## src/rtl/sequenciador_pkg.sv

```systemverilog
// sequenciador_pkg: shared state encoding, command types and opcode width for the RPN sequencer.
package sequenciador_pkg;

    localparam int OP_W = 3;

    localparam logic CMD_PUSH_SW = 1'b0;
    localparam logic CMD_OPERA   = 1'b1;

    typedef enum logic [2:0] {
        OCIOSO      = 3'd0,
        EMPILHA_SW  = 3'd1,
        VERIFICA    = 3'd2,
        INICIA_ULA  = 3'd3,
        ESPERA_ULA  = 3'd4,
        EMPILHA_RES = 3'd5
    } estado_t;

endpackage

```

## src/rtl/fifo_comandos.sv

```systemverilog
// fifo_comandos: registered command FIFO; depth must be a power of two so the pointers wrap freely.
module fifo_comandos #(
    parameter int PROF = 2,
    parameter int LARG = 4
) (
    input  logic            clk,
    input  logic            rst_n,
    input  logic            push,
    input  logic [LARG-1:0] din,
    input  logic            pop,
    output logic [LARG-1:0] dout,
    output logic            full,
    output logic            empty
);

    localparam int AW = $clog2(PROF);
    localparam logic [AW:0] CHEIO = (AW + 1)'(PROF);

    logic [LARG-1:0] mem [PROF];
    logic [AW-1:0]   wr, rd;
    logic [AW:0]     cnt;
    logic            ok_push, ok_pop;

    assign ok_push = push & ~full;
    assign ok_pop  = pop & ~empty;
    assign full    = cnt == CHEIO;
    assign empty   = cnt == '0;
    assign dout    = mem[rd];

    always_ff @(posedge clk)
        if (ok_push) mem[wr] <= din;

    always_ff @(posedge clk or negedge rst_n)
        if (!rst_n) begin
            wr  <= '0;
            rd  <= '0;
            cnt <= '0;
        end else begin
            if (ok_push) wr <= wr + 1'b1;
            if (ok_pop) rd <= rd + 1'b1;
            cnt <= cnt + {{AW{1'b0}}, ok_push} - {{AW{1'b0}}, ok_pop};
        end

endmodule

```

## src/rtl/sequenciador_rpn.sv

```systemverilog
// sequenciador_rpn: queues key commands and sequences stack pushes and ULA runs,
// rejecting operations without two operands and aborting a ULA that never answers.
module sequenciador_rpn
    import sequenciador_pkg::*;
#(
    parameter int PROF_PILHA     = 4,
    parameter int PROF_FIFO      = 2,
    parameter int TIMEOUT_CICLOS = 64
) (
    input  logic                            clk,
    input  logic                            rst_n,
    input  logic                            cmd_valid,
    output logic                            cmd_ready,
    input  logic                            cmd_tipo,
    input  logic [OP_W-1:0]                 cmd_op,
    output logic                            pilha_empilha,
    output logic                            pilha_sel_sw,
    output logic                            ula_inicia,
    output logic [OP_W-1:0]                 ula_op_code,
    input  logic                            ula_pronto,
    output logic                            flags_carrega,
    output logic                            ocupado,
    output logic                            erro_underflow,
    output logic                            erro_timeout,
    output logic [$clog2(PROF_PILHA+1)-1:0] profundidade
);

    localparam int PW = $clog2(PROF_PILHA + 1);
    localparam int WW = $clog2(TIMEOUT_CICLOS);
    localparam logic [PW-1:0] PROF_MAX = PW'(PROF_PILHA);
    localparam logic [WW-1:0] WD_MAX   = WW'(TIMEOUT_CICLOS - 1);

    estado_t       estado, prox;
    logic [OP_W:0] cabeca;
    logic          vazia, cheia, retira, poucos, expirou;
    logic [WW-1:0] watchdog;

    fifo_comandos #(.PROF(PROF_FIFO), .LARG(OP_W + 1)) u_fifo (
        .clk   (clk),
        .rst_n (rst_n),
        .push  (cmd_valid & cmd_ready),
        .din   ({cmd_tipo, cmd_op}),
        .pop   (retira),
        .dout  (cabeca),
        .full  (cheia),
        .empty (vazia)
    );

    assign cmd_ready      = rst_n & ~cheia;
    assign poucos         = profundidade < PW'(2);
    assign expirou        = watchdog == WD_MAX;
    assign pilha_empilha  = estado == EMPILHA_SW || estado == EMPILHA_RES;
    assign pilha_sel_sw   = estado == EMPILHA_SW;
    assign ula_inicia     = estado == INICIA_ULA;
    assign flags_carrega  = estado == EMPILHA_RES;
    assign erro_underflow = estado == VERIFICA && poucos;
    // pronto on the expiry cycle wins, so the abort pulse is qualified by it
    assign erro_timeout   = estado == ESPERA_ULA && expirou && !ula_pronto;
    assign ocupado        = estado != OCIOSO || !vazia;

    always_comb begin
        prox   = estado;
        retira = 1'b0;
        case (estado)
            OCIOSO: if (!vazia) begin
                retira = 1'b1;
                prox   = cabeca[OP_W] == CMD_PUSH_SW ? EMPILHA_SW : VERIFICA;
            end
            VERIFICA:   prox = poucos ? OCIOSO : INICIA_ULA;
            INICIA_ULA: prox = ESPERA_ULA;
            ESPERA_ULA: prox = ula_pronto ? EMPILHA_RES : expirou ? OCIOSO : ESPERA_ULA;
            default:    prox = OCIOSO;
        endcase
    end

    always_ff @(posedge clk or negedge rst_n)
        if (!rst_n) begin
            estado       <= OCIOSO;
            ula_op_code  <= '0;
            profundidade <= '0;
            watchdog     <= '0;
        end else begin
            estado <= prox;
            if (retira && cabeca[OP_W] == CMD_OPERA) ula_op_code <= cabeca[OP_W-1:0];
            // a full stack drops its oldest entry, so occupancy just stops climbing
            if (estado == EMPILHA_SW && profundidade != PROF_MAX) profundidade <= profundidade + 1'b1;
            else if (estado == EMPILHA_RES) profundidade <= profundidade - 1'b1;
            if (estado == INICIA_ULA) watchdog <= '0;
            else if (estado == ESPERA_ULA) watchdog <= watchdog + 1'b1;
        end

endmodule

```

## config.mk

```make
export PLATFORM = sky130hd
export DESIGN_NAME = sequenciador_rpn
export DESIGN_NICKNAME = d
export VERILOG_FILES = /design/src/rtl/sequenciador_pkg.sv /design/src/rtl/fifo_comandos.sv /design/src/rtl/sequenciador_rpn.sv
export SDC_FILE = /design/constraint.sdc
export NUM_CORES = 1
export LEC_CHECK = 0
export CORE_MARGIN = 4
export CORE_UTILIZATION = 45
export CTS_CLUSTER_SIZE = 14
export DETAILED_ROUTE_END_ITERATION = 8
export PLACE_DENSITY = 0.69
export SYNTH_ARGS = -nofsm -noshare
export SYNTH_HDL_FRONTEND = slang
export SYNTH_HIERARCHICAL = 1
export SYNTH_SLANG_ARGS = --single-unit
```

## constraint.sdc

```tcl
create_clock -name clk -period 5.6 [get_ports clk]
set_input_delay 0.84 -clock clk [delete_from_list [all_inputs] [get_ports clk]]
set_output_delay 0.84 -clock clk [all_outputs]
set_load 0.01 [all_outputs]
```

==> metrics.md <==
| Metric | Value |
|---|---|
| Critical Path AT | 2.47 ns |
| Reg power frac | 0.439 |
| Gr ovfl total | 0 |
| Sw power | 0.000304 W |
| Layout area overhead | 19.1% |
| Crit path launch type | register |
| Via count | 935 |
| Fin. Hold Viols | 0 |
| HPWL after DPL | 1.74 mm |
| Max H-tree Level | 1 |
| Hold Path Class | reg2reg |
| Final setup TNS | 0 ns |
| IO buf count | 21 |
| Final Util | 0.571 |
| Sw Share | 0.376 |
| Die area | 0.00393 mm^2 |
| Max Clk Rate | 0.302 GHz |
| Root buffer cell | clkbuf_4 |
| Width of the die | 62.7 um |
| Peak VDD IR | 206 uV |
| Clock-pin slew on the worst setup and hold paths | 0.14 ns |
| Max Cap Violations | 0 |
| Placed Cells | 164 |
| Antenna Nets Post-Route | 0 |
| Setup-failing EPs final | 0 |
| Synthesized Nets | 127 |
| Height of the die | 62.7 um |
| Largest net degree at the start of global routing | 21 |
| Residual DRC count | 0 |
| Setup WS post-layout | 2.29 ns |
| PwrDens | 505 mW/mm^2 |
| Critical Path RT | 4.76 ns |
| Comb pwr share | 0.461 |
| Final wirelength | 2.33 mm |
| Post-Layout Cell Count | 168 |
| TritonRoute pass-1 iters | 4 |
| Core ar. | 0.00281 mm^2 |
| Power Internal | 0.000505 W |
| Global-route wire length before repair | 4.14 mm |
| Worst Clk Skew | 0.00716 ns |
| Num rows | 19 |
| TritonCTS Sinks | 27 |
| Layout cells sized above 1 | 0.131 |
| Max-Slew Margin vs Limit | 0.670 |
| Initial antenna violation count | 0 |
| Seq/Total Area, Yosys | 0.532 |
| Starting density of the core | 0.480 |
| WL per Instance | 13.9 um |
| Post-CTS sizing | 0 |
| Period utilization | 0.591 |
| Tmin final | 3.31 ns |
| Crit end category | primary output |
| Syn_area_per_cell | 11.7 um^2 |
| Synth Warn # | 6 |
| Leakage | 0.661 nW |
| Outcome | finished, final reports clean |
| Clock Path Buffers | 2 |
| NumNets Final | 150 |
| All-Layer GR Usage | 0.130 |
| #FFs+latches synth | 27 |
| Vias in the first global route | 938 |
| Count of different cell masters after synthesis | 40 |
| Unrepaired setup endpoints after global routing | false |
| Io pins | 22 |
| DR vias/cell | 5.57 |
| Overall power | 0.000809 W |
| Clock network power share | 0.100 |
| # Post-CTS Setup Buffers | 0 |
| Later-pin clock latency in the skew report | 0.31 ns |
| Place WS | 2.43 ns |
| Worst slew pin tran | 0.494 ns |
| Mapped Area | 0.00135 mm^2 |
| CTS tree | yes |
| Antenna cells | 0 |
| WS Path Type | reg2out |
| Placer congestion estimate | 0.770 |
| CP Max Fanout | 15 |
| Slew Viols, Final | 0 |
| Number of CTS-inserted buffers | 3 |
| CTS hold repair buffers | 0 |
| Post-Synthesis Cells | 115 |
| Starting DRT DRC Count | 50 |
-- flip-flops by register name, summed over array words and instances (netlist names) --
| register | count |
|---|---|
| u_fifo/rd | 1 |
| u_fifo/wr | 1 |
| estado | 3 |
| watchdog | 6 |
| u_fifo/cnt | 2 |
| u_fifo/mem | 8 |
| ula_op_code | 3 |
| profundidade | 3 |
-- worst max-delay path: stages (launching register included) --
cell and delay [ns]:
dfrtp_1 0.62, or3b_1 0.58, nor4_1 0.36, clkdlybuf4s50_1 0.59
-- power by group through the flow --
stage | clock network (W) | registers, W | logic [W]
global placement | 0 | 0.000356 | 0.000366
floorplan | 0 | 0.000336 | 0.000271
detailed placement | 0 | 0.000361 | 0.000378
finish | 0.0000809 | 0.000355 | 0.000373
global route | 0.0000924 | 0.000370 | 0.000421
CTS | 0.0000846 | 0.000357 | 0.000380
-- synthesized netlist by cell type --
cell type | instances | share of area
nor3b_1 | 2 | 0.011
or3b_1 | 1 | 0.0065
nor2b_2 | 1 | 0.0065
or4_1 | 1 | 0.0056
nand2b_1 | 4 | 0.019
o311ai_4 | 1 | 0.020
and2_1 | 2 | 0.0093
nor4_2 | 1 | 0.0093
nand3b_1 | 4 | 0.022
mux2_2 | 7 | 0.059
nor2_1 | 7 | 0.020
nand4_1 | 1 | 0.0046
o22a_1 | 1 | 0.0065
nor4_1 | 1 | 0.0046
a21o_1 | 1 | 0.0056
nor4b_1 | 1 | 0.0065
mux2i_1 | 2 | 0.015
or2_2 | 1 | 0.0046
buf_2 | 1 | 0.0037
a21oi_1 | 3 | 0.011
and3_1 | 1 | 0.0046
dfrtp_1 | 19 | 0.35
buf_4 | 1 | 0.0056
nor2b_1 | 1 | 0.0046
inv_1 | 4 | 0.011
a31oi_1 | 2 | 0.0093
or3b_2 | 1 | 0.0065
ha_1 | 3 | 0.028
o41ai_2 | 1 | 0.012
clkbuf_1 | 1 | 0.0028
xnor2_1 | 3 | 0.020
nand2_1 | 9 | 0.025
fa_1 | 1 | 0.015
buf_6 | 1 | 0.0084
edfxtp_1 | 8 | 0.18
nand3_1 | 5 | 0.019
xor2_1 | 2 | 0.013
a211oi_1 | 1 | 0.0056
o21ai_0 | 5 | 0.019
nor3_1 | 3 | 0.011
-- through the flow --
step / cell area [um^2] / hold WS, ns
2_1_floorplan: 1350 / 0.445
3_3_place_gp: 1580 / 0.470
3_5_place_dp: 1580 / 0.477
4_1_cts: 1600 / 0.499
5_1_grt: 1600 / 0.541
6_report: 1600 / 0.496
-- final cells by class --
cell class | instances | area [um^2]
fill | 255 | 1200
clock inverter | 1 | 5.00
tap | 31 | 38.8
timing repair buffer | 22 | 218
clock buffer | 3 | 22.5
sequential | 27 | 716
multi-input combinational | 80 | 588
inverter | 4 | 15.0
-- routing by layer --
| metal | GRT usage | vias to the layer above | wire [um] |
|---|---|---|---|
| met5 | 0 | - | 0 |
| met4 | 0.0496 | 0 | 19 |
| li1 | - | 454 | - |
| met1 | 0.161 | 463 | 1020 |
| met2 | 0.222 | 16 | 1190 |
| met3 | 0.0252 | 2 | 100 |
-- layout by cell type, fill, tap and decap left out, types with 2 or more instances in the layout --
master and count:
a31oi_1 2, nand2_1 9, a21oi_1 3, ha_1 3, dfrtp_1 19, mux2_2 7
edfxtp_1 8, nor3b_1 2, nor3_1 3, nor2_1 7, clkdlybuf4s50_1 21, nand2b_1 4
and2_1 2, nand3b_1 4, xnor2_1 3, inv_1 4, mux2i_1 2, clkbuf_4 3
o21ai_0 5, xor2_1 2, nand3_1 5
-- final timing paths --
kind	cells past startpoint	slack, ns	end	start
min in group asynchronous	2	0.84	ula_op_code[2]	rst_n
max in group asynchronous	2	4.54	u_fifo/rd	rst_n
min	1	0.50	watchdog[4]	watchdog[4]
max reg2reg	7	3.52	profundidade[2]	estado[1]
min reg2reg	1	0.50	watchdog[4]	watchdog[4]
max	3	2.29	erro_timeout	estado[2]
-- cell families (layout without fill, tap and decap cells) --
family	Yosys count	in the layout	share of synthesized area
compound gates	15	15	0.0883
xor+xnor	5	5	0.0325
fa+ha+maj	4	4	0.0428
buf+inv	8	30	0.0316
flops	27	27	0.532
mux	9	9	0.0734
simple gates	47	47	0.200
No activity file was read; power rests on OpenSTA's default activity.
